==> src/rtl/bsg_hp0_burst_writer.sv <==
// bsg_hp0_burst_writer: AXI4 write-burst master for the HP0 port.
// Drains a 32b word stream into DRAM as INCR bursts that never cross a 4KB
// page. Only one burst is outstanding at a time. One done_o pulse is produced per job.
// Optional feature macro: BSG_HP0_BURST_WRITER_PERF_EN adds perf_stall_cnt_o,
// a saturating count of cycles where write data was offered but not accepted.
module bsg_hp0_burst_writer #(
  parameter int         C_HP0_AXI_ADDR_WIDTH = 32,
  parameter int         C_HP0_AXI_DATA_WIDTH = 32,
  parameter int         MAX_BURST            = 16,
  parameter int         LEN_WIDTH            = 20,
  parameter logic [5:0] AXI_ID               = 6'd0
) (
`ifdef BSG_HP0_BURST_WRITER_PERF_EN
  output logic [31:0]                         perf_stall_cnt_o,
`endif
  input  logic                                aclk,
  input  logic                                areset,
  input  logic                                start_i,
  input  logic [C_HP0_AXI_ADDR_WIDTH-1:0]     base_addr_i,
  input  logic [LEN_WIDTH-1:0]                len_words_i,
  output logic                                busy_o,
  output logic                                done_o,
  output logic                                err_o,
  input  logic [C_HP0_AXI_DATA_WIDTH-1:0]     data_i,
  input  logic                                v_i,
  output logic                                ready_o,
  output logic [C_HP0_AXI_ADDR_WIDTH-1:0]     hp0_axi_awaddr,
  output logic                                hp0_axi_awvalid,
  output logic [5:0]                          hp0_axi_awid,
  output logic                                hp0_axi_awlock,
  output logic [3:0]                          hp0_axi_awcache,
  output logic [2:0]                          hp0_axi_awprot,
  output logic [7:0]                          hp0_axi_awlen,
  output logic [2:0]                          hp0_axi_awsize,
  output logic [1:0]                          hp0_axi_awburst,
  output logic [3:0]                          hp0_axi_awqos,
  input  logic                                hp0_axi_awready,
  output logic [C_HP0_AXI_DATA_WIDTH-1:0]     hp0_axi_wdata,
  output logic                                hp0_axi_wvalid,
  output logic [5:0]                          hp0_axi_wid,
  output logic                                hp0_axi_wlast,
  output logic [C_HP0_AXI_DATA_WIDTH/8-1:0]   hp0_axi_wstrb,
  input  logic                                hp0_axi_wready,
  output logic                                hp0_axi_bready,
  input  logic                                hp0_axi_bvalid,
  input  logic [5:0]                          hp0_axi_bid,
  input  logic [1:0]                          hp0_axi_bresp
);

  localparam int AW       = C_HP0_AXI_ADDR_WIDTH;
  localparam int DW       = C_HP0_AXI_DATA_WIDTH;
  localparam int BPB      = DW / 8;
  localparam int SIZE_LOG = $clog2(BPB);
  localparam logic [AW-1:0] ALIGN_MASK = ~AW'(BPB - 1);

  typedef enum logic [2:0] {S_IDLE, S_AW, S_W, S_B, S_DONE} state_t;

  state_t               state_q;
  logic [AW-1:0]        curAddr_q;
  logic [LEN_WIDTH-1:0] remain_q;
  logic [8:0]           beats_q;
  logic [7:0]           awLen_q;
  logic [7:0]           beatCnt_q;
  logic                 busy_q;
  logic                 done_q;
  logic                 err_q;

  // Beats in the next burst: limited by words left, MAX_BURST and room left in the 4KB page.
  function automatic logic [8:0] calcBeats(input logic [AW-1:0] addr,
                                           input logic [LEN_WIDTH-1:0] rem);
    logic [12:0] pageBytes;
    logic [12:0] pageBeats;
    logic [8:0]  beats;
    pageBytes = 13'd4096 - {1'b0, addr[11:0]};
    pageBeats = pageBytes >> SIZE_LOG;
    beats     = 9'(MAX_BURST);
    if (pageBeats < 13'(MAX_BURST)) beats = pageBeats[8:0];
    if (32'(rem) < 32'(beats)) beats = 9'(rem);
    return beats;
  endfunction

  logic [AW-1:0] alignedBase;
  logic [8:0]    startBeats;
  logic [8:0]    nextBeats;
  logic [8:0]    startLenFull;
  logic [8:0]    nextLenFull;
  logic          wXfer;
  logic          lastBeat;

  assign alignedBase  = base_addr_i & ALIGN_MASK;
  assign startBeats   = calcBeats(alignedBase, len_words_i);
  assign nextBeats    = calcBeats(curAddr_q, remain_q);
  assign startLenFull = startBeats - 9'd1;
  assign nextLenFull  = nextBeats - 9'd1;
  assign lastBeat     = (beatCnt_q == awLen_q);
  assign wXfer        = (state_q == S_W) && v_i && hp0_axi_wready;

  // Job FSM: latches the job, sizes each burst, and walks AW -> W -> B until all words are sent.
  always_ff @(posedge aclk or posedge areset) begin
    if (areset) begin
      state_q   <= S_IDLE;
      curAddr_q <= '0;
      remain_q  <= '0;
      beats_q   <= '0;
      awLen_q   <= '0;
      beatCnt_q <= '0;
      busy_q    <= 1'b0;
      done_q    <= 1'b0;
      err_q     <= 1'b0;
    end else begin
      done_q <= 1'b0;
      case (state_q)
        S_IDLE: begin
          if (start_i) begin
            busy_q <= 1'b1;
            err_q  <= 1'b0;
            if (len_words_i != '0) begin
              curAddr_q <= alignedBase;
              remain_q  <= len_words_i;
              beats_q   <= startBeats;
              awLen_q   <= startLenFull[7:0];
              state_q   <= S_AW;
            end else begin
              state_q <= S_DONE;
            end
          end
        end
        S_AW: begin
          if (hp0_axi_awready) begin
            curAddr_q <= curAddr_q + (AW'(beats_q) << SIZE_LOG);
            remain_q  <= remain_q - LEN_WIDTH'(beats_q);
            beatCnt_q <= '0;
            state_q   <= S_W;
          end
        end
        S_W: begin
          if (wXfer) begin
            beatCnt_q <= beatCnt_q + 8'd1;
            if (lastBeat) state_q <= S_B;
          end
        end
        S_B: begin
          if (hp0_axi_bvalid) begin
            if (hp0_axi_bresp != 2'b00) err_q <= 1'b1;
            if (remain_q != '0) begin
              beats_q <= nextBeats;
              awLen_q <= nextLenFull[7:0];
              state_q <= S_AW;
            end else begin
              state_q <= S_DONE;
            end
          end
        end
        S_DONE: begin
          done_q  <= 1'b1;
          busy_q  <= 1'b0;
          state_q <= S_IDLE;
        end
        default: state_q <= S_IDLE;
      endcase
    end
  end

`ifdef BSG_HP0_BURST_WRITER_PERF_EN
  logic [31:0] stallCnt_q;

  // Saturating count of W-state cycles where data is offered but the port is not ready.
  always_ff @(posedge aclk or posedge areset) begin
    if (areset) begin
      stallCnt_q <= '0;
    end else if (state_q == S_IDLE && start_i) begin
      stallCnt_q <= '0;
    end else if (state_q == S_W && v_i && !hp0_axi_wready && stallCnt_q != 32'hFFFF_FFFF) begin
      stallCnt_q <= stallCnt_q + 32'd1;
    end
  end

  assign perf_stall_cnt_o = stallCnt_q;
`endif

  assign busy_o = busy_q;
  assign done_o = done_q;
  assign err_o  = err_q;

  assign hp0_axi_awaddr  = curAddr_q;
  assign hp0_axi_awvalid = (state_q == S_AW);
  assign hp0_axi_awid    = AXI_ID;
  assign hp0_axi_awlock  = 1'b0;
  assign hp0_axi_awcache = 4'b0011;
  assign hp0_axi_awprot  = 3'b000;
  assign hp0_axi_awlen   = awLen_q;
  assign hp0_axi_awsize  = 3'(SIZE_LOG);
  assign hp0_axi_awburst = 2'b01;
  assign hp0_axi_awqos   = 4'b0000;

  assign hp0_axi_wdata  = data_i;
  assign hp0_axi_wvalid = (state_q == S_W) && v_i;
  assign hp0_axi_wid    = AXI_ID;
  assign hp0_axi_wlast  = (state_q == S_W) && lastBeat;
  assign hp0_axi_wstrb  = '1;
  assign ready_o        = (state_q == S_W) && hp0_axi_wready;

  assign hp0_axi_bready = (state_q == S_B);

  logic unused;
  assign unused = ^hp0_axi_bid;

endmodule
==> config.mk <==
export PLATFORM = sky130hd
export DESIGN_NAME = bsg_hp0_burst_writer
export DESIGN_NICKNAME = d
export VERILOG_FILES = /design/src/rtl/bsg_hp0_burst_writer.sv
export SDC_FILE = /design/constraint.sdc
export NUM_CORES = 1
export LEC_CHECK = 0
export BUFFER_PORTS_ARGS = -buffer_cell sky130_fd_sc_hd__buf_4
export CAP_MARGIN = 15
export CORE_ASPECT_RATIO = 1.25
export CORE_MARGIN = 4
export CORE_UTILIZATION = 57
export DETAILED_ROUTE_END_ITERATION = 10
export HOLD_SLACK_MARGIN = 0.08
export PLACE_DENSITY = 0.88
export SETUP_SLACK_MARGIN = 0.05
export SKIP_LAST_GASP = 1
export SYNTH_ARGS = -nofsm -noshare
export SYNTH_HDL_FRONTEND = slang
export SYNTH_SLANG_ARGS = --single-unit
==> constraint.sdc <==
create_clock -name aclk -period 12.9 [get_ports aclk]
set_clock_uncertainty 0.15 [all_clocks]
set_input_delay 1.29 -clock aclk [delete_from_list [all_inputs] [get_ports aclk]]
set_output_delay 1.29 -clock aclk [all_outputs]
set_load 0.01 [all_outputs]
* Word-level counts from Yosys, hierarchy flattened
Cells that the tools add are included.
** Word-level totals
- Flip-flop bits (word level) :: 83
- Input port bits :: 99
- Output and inout bits :: 113
- Logic and storage cells :: 91
** Cells by class
- Add/sub/neg operators :: 7
- Order comparisons :: 4
- Equal/unequal tests :: 13
- Mux-type cells :: 40
- Reduce and logical (&&, ||, !) cells :: 18
** Operators with widths (number)
- $mux W32 :: 3
- $mux W9 :: 8
- $pmux W32 S2 :: 1
- $mux W20 :: 3
- $mux W8 :: 6
- $lt A20 B9 Y1 :: 2
- $pmux W20 S2 :: 1
- $reduce_bool A20 Y1 :: 2
- $add A32 B11 Y32 :: 1
- $pmux W8 S2 :: 2
- $sub A13 B12 Y13 const A :: 2
- $lt A11 B5 Y1 const B :: 2
- $mux W3 :: 7
- $sub A20 B9 Y20 :: 1
- $pmux W9 S2 :: 1
- $sub A8 B1 Y8 const B :: 2
- $pmux W3 S4 :: 1
- $reduce_and A5 Y1 :: 2
- $reduce_bool A2 Y1 :: 5
- $add A8 B1 Y8 const B :: 1
- $eq A8 B8 Y1 :: 1
- $ne A2 B1 Y1 const B :: 4
- $ne A2 B2 Y1 const B :: 4
- $reduce_and A4 Y1 :: 2
- 9 further kinds :: 18

* Longest topological paths before layout
Gate-level depths: netlist of run 1.
- Depth after elaboration :: 9
- Depth in mapped cells :: 19
- Gate-level depth less buffers :: 19

* Least setup slack after synthesis of run 1
No wires, ideal clock.
- Kind :: input-to-reg
- Start :: input port base_addr_i[2]
- End :: register awLen_q[4], in the netlist hp0_axi_awlen[4]
- Library setup time :: 125 ps
- Arrival time :: 4692 ps
- Data required time :: 12625 ps
- Slack :: 7934 ps
- Cell stages on the path :: 19
- Buffers on the path :: 0
- Path through :: inv_1 ha_1 nor3b_1 mux2i_1 nand2_1 inv_1 nand2_1 ha_1 nor4b_1 nand2_1 o311ai_1 nand2_1 or3_1 nand3_1 ha_1 inv_1 a221oi_1 xnor2_1 mux2_2
** On the way
- Longest elaborated chain between the ends :: 9
** RTL lines
- start, declared :: line 19 : input logic [C_HP0_AXI_ADDR_WIDTH-1:0] base_addr_i,
- $sub A13 B12 Y13 (*) :: line 74 : pageBytes = 13'd4096 - {1'b0, addr[11:0]};
- $lt A11 B5 Y1 :: line 77 : if (pageBeats < 13'(MAX_BURST)) beats = pageBeats[8:0];
- $mux W9 (*) :: line 77
- $lt A20 B9 Y1 :: line 78 : if (32'(rem) < 32'(beats)) beats = 9'(rem);
- $mux W9 (*) :: line 78
- $sub A8 B1 Y8 (*) :: line 93 : assign startLenFull = startBeats - 9'd1;
- $mux W8 (*) :: line 117 : if (len_words_i != '0) begin
- $mux W8 (*) :: line 114 : if (start_i) begin
- $pmux W8 S2 (*) :: line 112 : case (state_q)
- end signal, assigned :: line 121 : awLen_q <= startLenFull[7:0];
- end signal, assigned :: line 147 : awLen_q <= nextLenFull[7:0];
- end, declared :: line 62 : logic [7:0] awLen_q;
Every way passes the cells marked *; elsewhere a longest branch is shown, timed or not. The select of a mux whose other input is x is not followed.
A chain may end at the register's enable or synchronous reset.

* Worst setup path in the final report of run 1
Ends and elaborated chain as after synthesis.

==> results of run 1 <==
-- worst paths after layout --
check	end	slack, ns
worst min register to register	remain_q[15]	0.34
worst max register to register	hp0_axi_awlen[4]	8.05
max in group asynchronous	hp0_axi_awaddr[2]	10.80
worst min-delay path	remain_q[15]	0.34
worst max-delay path	hp0_axi_awlen[4]	7.50
min in group asynchronous	done_o	1.13
-- worst max-delay path, cell delays in order --
cell      delay (ns)
buf_4           0.13
inv_1           0.09
ha_1            0.18
nor3b_1         0.34
mux2i_1         0.26
nand2_1         0.09
inv_1           0.17
nand2_1         0.12
ha_1            0.21
nor4b_1         0.33
nand2_1         0.14
o311ai_1        0.60
nand2_1         0.13
or3_1           0.37
nand3_1         0.13
ha_1            0.19
inv_1           0.06
a221oi_1        0.27
xnor2_1         0.10
mux2_2          0.27
-- routing by layer --
layer / part of all wire / global-route usage / vias up
li1: - / - / 3000
met1: 0.40 / 0.308 / 2969
met2: 0.49 / 0.444 / 295
met3: 0.079 / 0.0453 / 47
met4: 0.029 / 0.113 / 0
met5: 0 / 0 / -
-- cells by family (layout without fill, tap and decap cells) --
logic type      after synthesis  after routing  synth area share
flops                        81             81             0.303
simple gates                308            308             0.234
fa+ha+maj                    40             40            0.0772
other cells                   2             43           0.00112
compound gates              215            215             0.215
mux                          11             11            0.0167
xor+xnor                     28             28            0.0367
buf+inv                     139            158             0.116
-- cell usage after synthesis (3+ instances only) --
library cell	instances	area, µm²
o21a_1	9	67.6
dfrtp_1	81	2030
and3_1	22	138
nand3_1	32	160
nor2_1	62	233
nand2_1	77	289
o21bai_1	4	30.0
nand2b_1	5	31.3
o21ai_0	44	220
o211ai_1	6	45.0
o31ai_1	3	22.5
a41oi_1	4	35.0
a311oi_1	9	78.8
or3_1	4	25.0
or2_2	6	37.5
and4_1	4	35.0
a2bb2oi_1	5	43.8
o22ai_1	8	50.1
clkbuf_1	38	143
mux2i_1	10	100
a22oi_1	4	30.0
a211oi_1	11	82.6
nand4_1	13	81.3
inv_1	33	124
nor3_1	28	140
nand3b_1	5	37.5
a21o_1	7	52.6
xnor2_1	14	123
o22a_1	7	61.3
or4_1	5	37.5
nor4_1	9	56.3
nor3b_1	5	37.5
buf_4	67	503
and2_1	14	87.6
a21oi_1	52	260
xor2_1	14	123
ha_1	38	475
a31oi_1	14	87.6
nor2b_1	9	56.3
-- sequential cells by signal (all words and copies together), names as in the netlist, 3 cells and up --
name,flops
hp0_axi_awlen,8
beats_q,9
beatCnt_q,8
hp0_axi_awaddr,30
state_q,3
remain_q,20
-- layout make-up --
type,count,area [µm²],share of cell area
Multi-Input combinational cell,645,4050,0.541
Sequential cell,81,2030,0.270
Timing Repair Buffer,110,826,0.110
Clock buffer,12,256,0.0342
Tap cell,135,169,0.0225
Inverter,33,125,0.0167
Clock inverter,3,40.0,0.00534
-- report_power, final --
part | internal [mW] | switching [mW] | total [mW] | leakage (nW)
clock | 0.159 | 0.103 | 0.262 | 0.148
sequential | 0.360 | 0.143 | 0.502 | 0.969
combinational | 0.411 | 0.552 | 0.963 | 2.30
total | 0.929 | 0.798 | 1.73 | 3.42
==> results.md, run 1 <==
- Clk Latency, worst-skew pair: approximately 0.35 ns
- Root buf cell: clkbuf_16
- Pre-CTS setup slack: between 7 and 8 ns
- Count of nets after finishing: around 1k
- Tightest Hold Check Type: reg -> reg
- Initial Util: 0.591
- Clock tree from TritonCTS: done
- Required time of the critical path: 12.98 ns
- Antenna diodes: 0
- Setup-violating endpoint count in the final report: 0
- Cell Pwr Density: approximately 230 nW/µm²
- Number of slew-limit violations in the final report: 0
- Area after DPL: a little over 7000 µm²
- Yosys warnings: 0
- Number of global-route vias before repair: 5,983
- Pin count of the biggest net entering global routing: 82
- Fin worst setup slack: 7.50 ns
- Placeable core region: around 11,000 µm²
- GRT Resource Usage Total: 0.254
- Aggregate global routing overflow: 0
- Routed vias/inst: 6.19
- CTS Buf Count: 9
- Result of the run: finished, final reports clean
- Min Tclk post-route: 5.40 ns
- Clock-pin slew on the worst setup and hold paths: ~0.060 ns
- Worst hold margin: 0.344 ns
- Top achievable clock speed: ~190 MHz
- Final std cell area, no fill: 7500 µm²
- Count of unresolved DRC violations after routing: 0
- Most frequently used flop master after synthesis: dfrtp_1
- Floorplan die area: 13,500 µm²
- Share of synthesized flip-flops with an asynchronous set or reset: 1.00
- Count of cells resized by post-cts repair: 0
- Most used cells in the layout excluding fill and tap cells: buf_4, dfrtp_1, nand2_1
- Hold buffers post-CTS: 0
- Startpoint types: primary input
- Number of rows in the core area: 43
- Setup TNS: 0 ns
- Critical path endpoint category: flop
- Core utilization of the finished layout: 0.664
- Reg2reg path depth: 18
- Final Routed Wirelength: between 15,000 and 20,000 µm
- Top fanout value on the critical path: 6
- Bufs on Longest Clock Path: 2
- Number of fill cells: around 970
- Die Height: between 100 and 150 µm
- Routed wire length per instance: about 17 µm
- Max-cap violation count: 0
- CP arrival: 5.48 ns
- Post-synthesis register bit count: 81
- Most common cell after layout, fill and taps aside: buf_4
- Setup crit start: base_addr_i[2]
- Number of levels the H-tree was split into: 3
- Relative area change from synthesis to final layout: 12.2%
- First-pass GRT wire length: about 28,000 µm
- Type of the setup path with the least slack: in -> reg
- Die Width: ~100 µm
- EDFF count, synth: 0
- Post-CTS setup buffer count: 0
- Setup repair after global routing missed its margin: no
- Cell count after synthesis: roughly 820
- Synthesized area divided by synthesized cell count: 8.11 µm²
- Overall power consumption: ~1.7 mW
- Port Buf Inserts: approximately 100
- Worst r2r src: hp0_axi_awaddr[3]
- Detailed-route via count: 6,311
- Leakage: 3.42 nW
- Slew at the pin closest to its max-slew limit: ~1.0 ns
- Hold-critical path depth: 1
- Remaining max-slew budget at the tightest pin: 0.304
- Initial antenna violation count: 0
- Post-Synthesis Cell Area: approximately 6700 µm²
- Synth cell types: 69
- Number of hold violations in the final report: 0
- Total instance count after detailed placement: approximately 1k
- Antenna Nets Post-Route: 0
- Weighted congestion reported at the end of routability-driven placement: slightly above 0.9
- IR Drop Worst-Case VDD: 177 µV
- Count of clock tree sinks: 81
- Initial DRT Pass Iterations: 5
- Startpoint of the tightest hold check path: remain_q[15]
- HPWL reported at the end of detailed placement: around 13,000 µm
- Post-route fraction of the period consumed by the critical path: 0.418
- Portion of the post-synthesis area used by sequential elements: 0.303
- DRC violation total after the first TritonRoute iteration: roughly 330
- I/O pin cnt: between 200 and 250
- Share of cells above drive strength 1: 0.167
- Non-Filler Instances: 1,019
No activity file was read; power rests on OpenSTA's default activity.
==> run 2, diff against run 1 <==
- CORE_UTILIZATION: 57 -> 47
- PLACE_DENSITY: 0.88 -> 0.78
- clock period: 12.9 -> 4.45 ns (I/O delays scaled with it)
==> results.md, run 2 (synthesized netlist as in run 1, its figures left out) <==
- Result of the run: finished, final reports clean
- Initial Util: 0.482 (-0.110)
- Number of fill cells: 1,280 (+32%)
- Clk Latency, worst-skew pair: 0.34 ns (about the same)
- Largest stage delay on the critical path: 0.43 ns (-0.17 ns)
- CTS Buf Count: 9 (unchanged)
- Most common cell after layout, fill and taps aside: buf_4
- Clock tree from TritonCTS: done
- Antenna Nets Post-Route: 0 (unchanged)
- Fin worst setup slack: 0.268 ns (-7.24 ns)
- Minimum setup slack among reg-to-reg paths: 0.27 ns (-7.78 ns)
- Reg2reg path depth: 18 (unchanged)
- Most frequent cell on the critical path: ha_1
- First-pass GRT wire length: 29,700 µm (+4.5%)
- Slowest CP cell: a211oi_4
- Critical path endpoint category: flop
- Number of flip-flops in the largest register: 30 (unchanged)
- Initial antenna violation count: 0 (unchanged)
- Placeable core region: 13,900 µm² (+23%)
- Top fanout value on the critical path: 5 (-1)
- Antenna diodes: 0 (unchanged)
- CP arrival: 4.26 ns (-1.22 ns)
- Count of clock tree sinks: 81 (unchanged)
- Bufs on Longest Clock Path: 2 (unchanged)
- Relative area change from synthesis to final layout: 16.0%
- Final Routed Wirelength: 18,400 µm (+5.6%)
- DRC violation total after the first TritonRoute iteration: 320 (-3.9%)
- GRT Resource Usage Total: 0.225 (-0.0287)
- Routed vias/inst: 5.85 (-5.5%)
- Count of nets after finishing: 1,040 (+2.1%)
- Critical Path, Cell by Cell: inv_1 -> ha_1 -> nor3b_2 -> nor3b_1 -> o21a_1 -> buf_4 -> nand2_1 -> ha_1 -> nor4_2 -> nand4_1 -> a211oi_4 -> mux2i_2 -> nand2_1 -> ha_1 -> inv_1 -> a221oi_2 -> xnor2_1 -> mux2_2
- Count of unresolved DRC violations after routing: 0 (unchanged)
- Detailed-route via count: 6,328 (+0.27%)
- Cell Pwr Density: 656 nW/µm² (+180%)
- Sequential cell area: 2030 µm² (unchanged)
- Pre-CTS setup slack: -0.100 ns (-7.32 ns)
- Most used cells in the layout excluding fill and tap cells: buf_4, dfrtp_1, nand2_1
- Non-Filler Instances: 1,081 (+6.1%)
- Type of the setup path with the least slack: reg -> reg
- Slew at the pin closest to its max-slew limit: 0.990 ns (-0.0533 ns)
- Startpoint types: flop
- Routed wire length per instance: 17.0 µm (-0.45%)
- Clock-pin slew on the worst setup and hold paths: 0.07 ns (about the same)
- Startpoint of the tightest hold check path: base_addr_i[31]
- Required time of the critical path: 4.53 ns (-8.45 ns)
- Share of cells above drive strength 1: 0.196 (+0.0290)
- Reg-to-reg critical path endpoint: hp0_axi_awlen[4]
- Port Buf Inserts: 104 (unchanged)
- Number of rows in the core area: 48 (+12%)
- Number of hold violations in the final report: 0 (unchanged)
- Die Height: 141 µm (+9.5%)
- Number of slew-limit violations in the final report: 0 (unchanged)
- Top achievable clock speed: 239 MHz
- Weighted congestion reported at the end of routability-driven placement: 0.899 (-3.1%)
- Hold-critical path depth: 3 (+2)
- Setup repair after global routing missed its margin: no
- Min Tclk post-route: between 4 and 5 ns
- Number of levels the H-tree was split into: 3 (unchanged)
- Sink of the worst hold path: hp0_axi_awaddr[31]
- Max-cap violation count: 0 (unchanged)
- Die Width: 115 µm (+9.4%)
- Pin count of the biggest net entering global routing: 59 (-28%)
- I/O pin cnt: 212 (unchanged)
- Aggregate global routing overflow: 0 (unchanged)
- Worst r2r src: hp0_axi_awaddr[3]
- Total instance count after detailed placement: 1,059 (+5.5%)
- Setup-violating endpoint count in the final report: 0 (unchanged)
- IR Drop Worst-Case VDD: 394 µV (+120%)
- Post-route fraction of the period consumed by the critical path: 0.940
- Floorplan die area: 16,200 µm² (+20%)
- Remaining max-slew budget at the tightest pin: 0.340 (+0.0356)
- Initial DRT Pass Iterations: 5 (unchanged)
- Leakage: 3.53 nW (+3.3%)
- Total area of multi-input combinational cells: 4090 µm² (+0.93%)
- Number of global-route vias before repair: 6,042 (+0.99%)
- HPWL reported at the end of detailed placement: 13,400 µm (+5.7%)
- Root buf cell: clkbuf_16
- Tightest Hold Check Type: in -> reg
[run 2: cell type report]
| class | count | share of cell area |
|---|---|---|
| multi-input cells | 645 | 0.528 |
| well taps | 175 | 0.0282 |
| repair buffers | 131 | 0.129 |
| clock inverters | 5 | 0.00500 |
| flip-flops and latches | 81 | 0.261 |
| clock buffers | 11 | 0.0326 |
| inverters | 33 | 0.0161 |
[run 2: per-layer routing]
metal,part of all wire,track usage
met5,0,0
met4,0.021,0.0801
met3,0.075,0.0328
met2,0.50,0.383
met1,0.41,0.291
[run 2: per-stage QoR]
| stage | hold slack, ns | utilization | setup TNS, ns | area (µm²) | power (mW) |
|---|---|---|---|---|---|
| 6_report | 0.191 | 0.559 | 0 | 7750 | 5.09 |
| 4_1_cts | 0.190 | 0.552 | 0 | 7650 | 5.04 |
| 2_1_floorplan | 0.309 | - | 0 | 6840 | 3.40 |
| 3_5_place_dp | 0.346 | 0.531 | -0.131 | 7360 | 4.27 |
| 3_3_place_gp | 0.339 | 0.531 | 0 | 7360 | 4.20 |
| 5_1_grt | 0.209 | 0.559 | 0 | 7750 | 5.53 |
[run 2: timing repair]
| action | 4_1_cts | 5_1_grt |
|---|---|---|
| buffers inserted | 0 | 4 |
| endpoints found under the setup margin | 0 | 4 |
| resized for setup | 0 | 8 |
| hold buffers | 0 | 1 |
| endpoints found under the hold margin | 0 | 27 |
[run 2: report_power, final]
group / leakage (nW) / total, mW / internal [mW] / switching (mW)
Clock: 0.142 / 0.737 / 0.412 / 0.325
Combinational: 2.42 / 2.91 / 1.26 / 1.65
Sequential: 0.969 / 1.44 / 1.04 / 0.399
[run 2: worst max-delay path, delay by kind of cell (launching register included)]
family                   cells  cell delay, ns
flip-flops                   1            0.37
adder cells (fa/ha/maj)      3            0.71
XOR/XNOR                     1            0.14
buffers and inverters        3            0.40
multiplexers                 2            0.55
AO/OA/AOI/OAI                3            0.70
AND/OR/NAND/NOR              6            1.05
[run 2: worst max path at each step]
stage                           start                to  slack (ns)
CTS                 hp0_axi_awaddr[3]  hp0_axi_awlen[4]        0.11
global route        hp0_axi_awaddr[3]  hp0_axi_awlen[4]        0.04
floorplan           hp0_axi_awaddr[3]  hp0_axi_awlen[4]        0.12
global placement       base_addr_i[2]  hp0_axi_awlen[4]         0.1
finish              hp0_axi_awaddr[3]  hp0_axi_awlen[4]        0.27
detailed placement     base_addr_i[2]  hp0_axi_awlen[4]       -0.10
==> run 3, diff against run 2 <==
- MAX_ROUTING_LAYER: unset -> met4
==> results.md, run 3 (synthesized netlist as in run 1, its figures left out) <==
- Aggregate global routing overflow: 0 (unchanged)
- Power spent charging and discharging nets: 2.32 mW (-2.2%)
- Antenna diodes: 0 (unchanged)
- Cell Pwr Density: 657 nW/µm² (about the same)
- Min Tclk post-route: 4.14 ns (-0.0377 ns)
- Sequential power share: 0.285 (+0.002)
- Root buf cell: clkbuf_16
- Die Width: 115 µm (unchanged)
- CTS Buf Count: 9 (unchanged)
- Top achievable clock speed: 241 MHz (+0.91%)
- Minimum setup slack among reg-to-reg paths: 0.31 ns (+0.04 ns)
- Most frequent cell on the critical path: ha_1
- Clock share of power: 0.148 (+0.003)
- Pin count of the biggest net entering global routing: 54 (-8.5%)
- Routed wire length per instance: 16.6 µm (-2.0%)
- Overall power consumption: 5.04 mW (-0.99%)
- Comb power frac: 0.567 (-0.005)
- Cell class contributing the biggest share of worst-path delay: simple AND/OR/NAND/NOR gates
- Clock tree from TritonCTS: done
- Antenna Nets Post-Route: 0 (unchanged)
- Internal power of the cells: 2.72 mW (about the same)
- Critical path endpoint category: flop
- Number of rows in the core area: 48 (unchanged)
- Initial DRT Pass Iterations: 6 (+1)
- Leakage: 3.50 nW (-1.1%)
- Initial Util: 0.482 (unchanged)
- Slew at the pin closest to its max-slew limit: 1.10 ns (+0.109 ns)
- CP arrival: 4.23 ns (-0.03 ns)
- HPWL reported at the end of detailed placement: 13,400 µm (+0.29%)
- Type of the setup path with the least slack: reg -> reg
- Final Routed Wirelength: 17,900 µm (-2.4%)
- Required time of the critical path: 4.53 ns (about the same)
- Relative area change from synthesis to final layout: 14.8%
- Count of clock tree sinks: 81 (unchanged)
- DRC violation total after the first TritonRoute iteration: 420 (+31%)
- Number of global-route vias before repair: 5,972 (-1.2%)
- Most used cells in the layout excluding fill and tap cells: buf_4, dfrtp_1, nand2_1
- Setup TNS: 0 ns (unchanged)
- Clk Latency, worst-skew pair: 0.35 ns (about the same)
- Sequential cell area: 2030 µm² (unchanged)
- Tightest Hold Check Type: in -> async
- Count of nets after finishing: 1,035 (-0.48%)
- I/O pin cnt: 212 (unchanged)
- Result of the run: finished, final reports clean
- Number of flip-flops in the largest register: 30 (unchanged)
- IR Drop Worst-Case VDD: 339 µV (-14%)
- Placeable core region: 13,900 µm² (unchanged)
- Largest stage delay on the critical path: 0.37 ns (-0.06 ns)
- GRT Resource Usage Total: 0.227 (+0.00185)
- Bufs on Longest Clock Path: 2 (unchanged)
- Slowest CP cell: dfrtp_1
- Count of unresolved DRC violations after routing: 0 (unchanged)
- Port Buf Inserts: 104 (unchanged)
- Hold buffers post-CTS: 0 (unchanged)
- Total area of multi-input combinational cells: 4060 µm² (-0.67%)
- Weighted congestion reported at the end of routability-driven placement: 0.923 (+2.7%)
- Setup repair after global routing missed its margin: yes
- Clock-pin slew on the worst setup and hold paths: 0.07 ns (about the same)
- Post-route fraction of the period consumed by the critical path: 0.931 (-0.00847)
- Setup-violating endpoint count in the final report: 0 (unchanged)
- Routed vias/inst: 5.90 (+0.73%)
- Share of total power consumed by net switching: 0.460 (-0.00570)
- Floorplan die area: 16,200 µm² (unchanged)
- Detailed-route via count: 6,345 (+0.27%)
- Final std cell area, no fill: 7670 µm² (-1.1%)
- Top fanout value on the critical path: 5 (unchanged)
- Number of slew-limit violations in the final report: 0 (unchanged)
- Area after DPL: 7360 µm² (unchanged)
- Number of fill cells: 1,294 (+1.1%)
- First-pass GRT wire length: 29,000 µm (-2.2%)
- Startpoint types: flop
- Die Height: 141 µm (unchanged)
- Number of hold violations in the final report: 0 (unchanged)
- Max-cap violation count: 0 (unchanged)
- Number of levels the H-tree was split into: 3 (unchanged)
- Most common cell after layout, fill and taps aside: buf_4
- Share of cells above drive strength 1: 0.185 (-0.0111)
- Worst path bufs/invs: 4 (+1)
- Initial antenna violation count: 0 (unchanged)
- Critical Path, Cell by Cell: inv_1 -> ha_1 -> nor3b_1 -> nor3b_1 -> o21a_2 -> buf_4 -> nand2_1 -> ha_1 -> nor4_1 -> nand4_1 -> a211oi_4 -> buf_4 -> mux2i_1 -> nand3_1 -> ha_1 -> inv_1 -> a221oi_1 -> xnor2_1 -> mux2_2
- Remaining max-slew budget at the tightest pin: 0.268 (-0.0724)
-- run 3: through the flow --
stage | setup WS, ns | hold slack, ns | cells | util
after global placement | 0.101 | 0.340 | 1059 | 0.531
after floorplan | 0.118 | 0.309 | 865 | -
after global routing | 0.0315 | 0.190 | 1076 | 0.553
after CTS | 0.172 | 0.148 | 1075 | 0.552
final | 0.306 | 0.0966 | 1076 | 0.553
after detailed placement | -0.0114 | 0.349 | 1059 | 0.531
-- run 3: worst paths after layout --
check                                        from                 end  cells after the start
worst max-delay path            hp0_axi_awaddr[3]    hp0_axi_awlen[4]                     19
worst min-delay path                       areset  hp0_axi_awaddr[31]                      2
worst max register to register  hp0_axi_awaddr[3]    hp0_axi_awlen[4]                     19
worst min register to register             busy_o              busy_o                      2
max in group asynchronous                  areset          beats_q[1]                      3
min in group aclk                 base_addr_i[31]  hp0_axi_awaddr[31]                      3
-- run 3: worst register-to-register path, cell delays in order (launching register included) --
cell and delay [ns]:
dfrtp_1 0.37, inv_1 0.12, ha_1 0.19, nor3b_1 0.25, nor3b_1 0.22, o21a_2 0.20
buf_4 0.15, nand2_1 0.05, ha_1 0.20, nor4_1 0.22, nand4_1 0.23, a211oi_4 0.28
buf_4 0.19, mux2i_1 0.28, nand3_1 0.13, ha_1 0.22, inv_1 0.09, a221oi_1 0.06
xnor2_1 0.15, mux2_2 0.26
-- run 3: repair_timing --
item	CTS	global route
setup endpoints to repair	0	4
hold endpoints to repair	0	0
resized for setup	0	3
setup buffers	0	1
-- run 3: area by class of cell --
cell class,count,area share
Multi-Input combinational cell,645,0.530
Sequential cell,81,0.264
Timing Repair Buffer,126,0.123
Clock buffer,11,0.0303
Tap cell,175,0.0285
Inverter,33,0.0163
Clock inverter,5,0.00734
-- run 3: power groups by stage --
stage,logic (mW),clock network (mW),registers (mW)
floorplan,2.00,0,1.40
global placement,2.77,0,1.43
detailed placement,2.84,0,1.43
CTS,2.85,0.750,1.43
global route,3.20,0.781,1.49
finish,2.86,0.745,1.43
-- run 3: routing by layer --
| metal | vias to the layer above | share of wire | GRT usage |
|---|---|---|---|
| met5 | - | 0 | - |
| met4 | 0 | 0.020 | 0.0813 |
| met3 | 45 | 0.071 | 0.0435 |
| met2 | 259 | 0.49 | 0.370 |
| met1 | 2997 | 0.42 | 0.280 |
| li1 | 3044 | - | - |
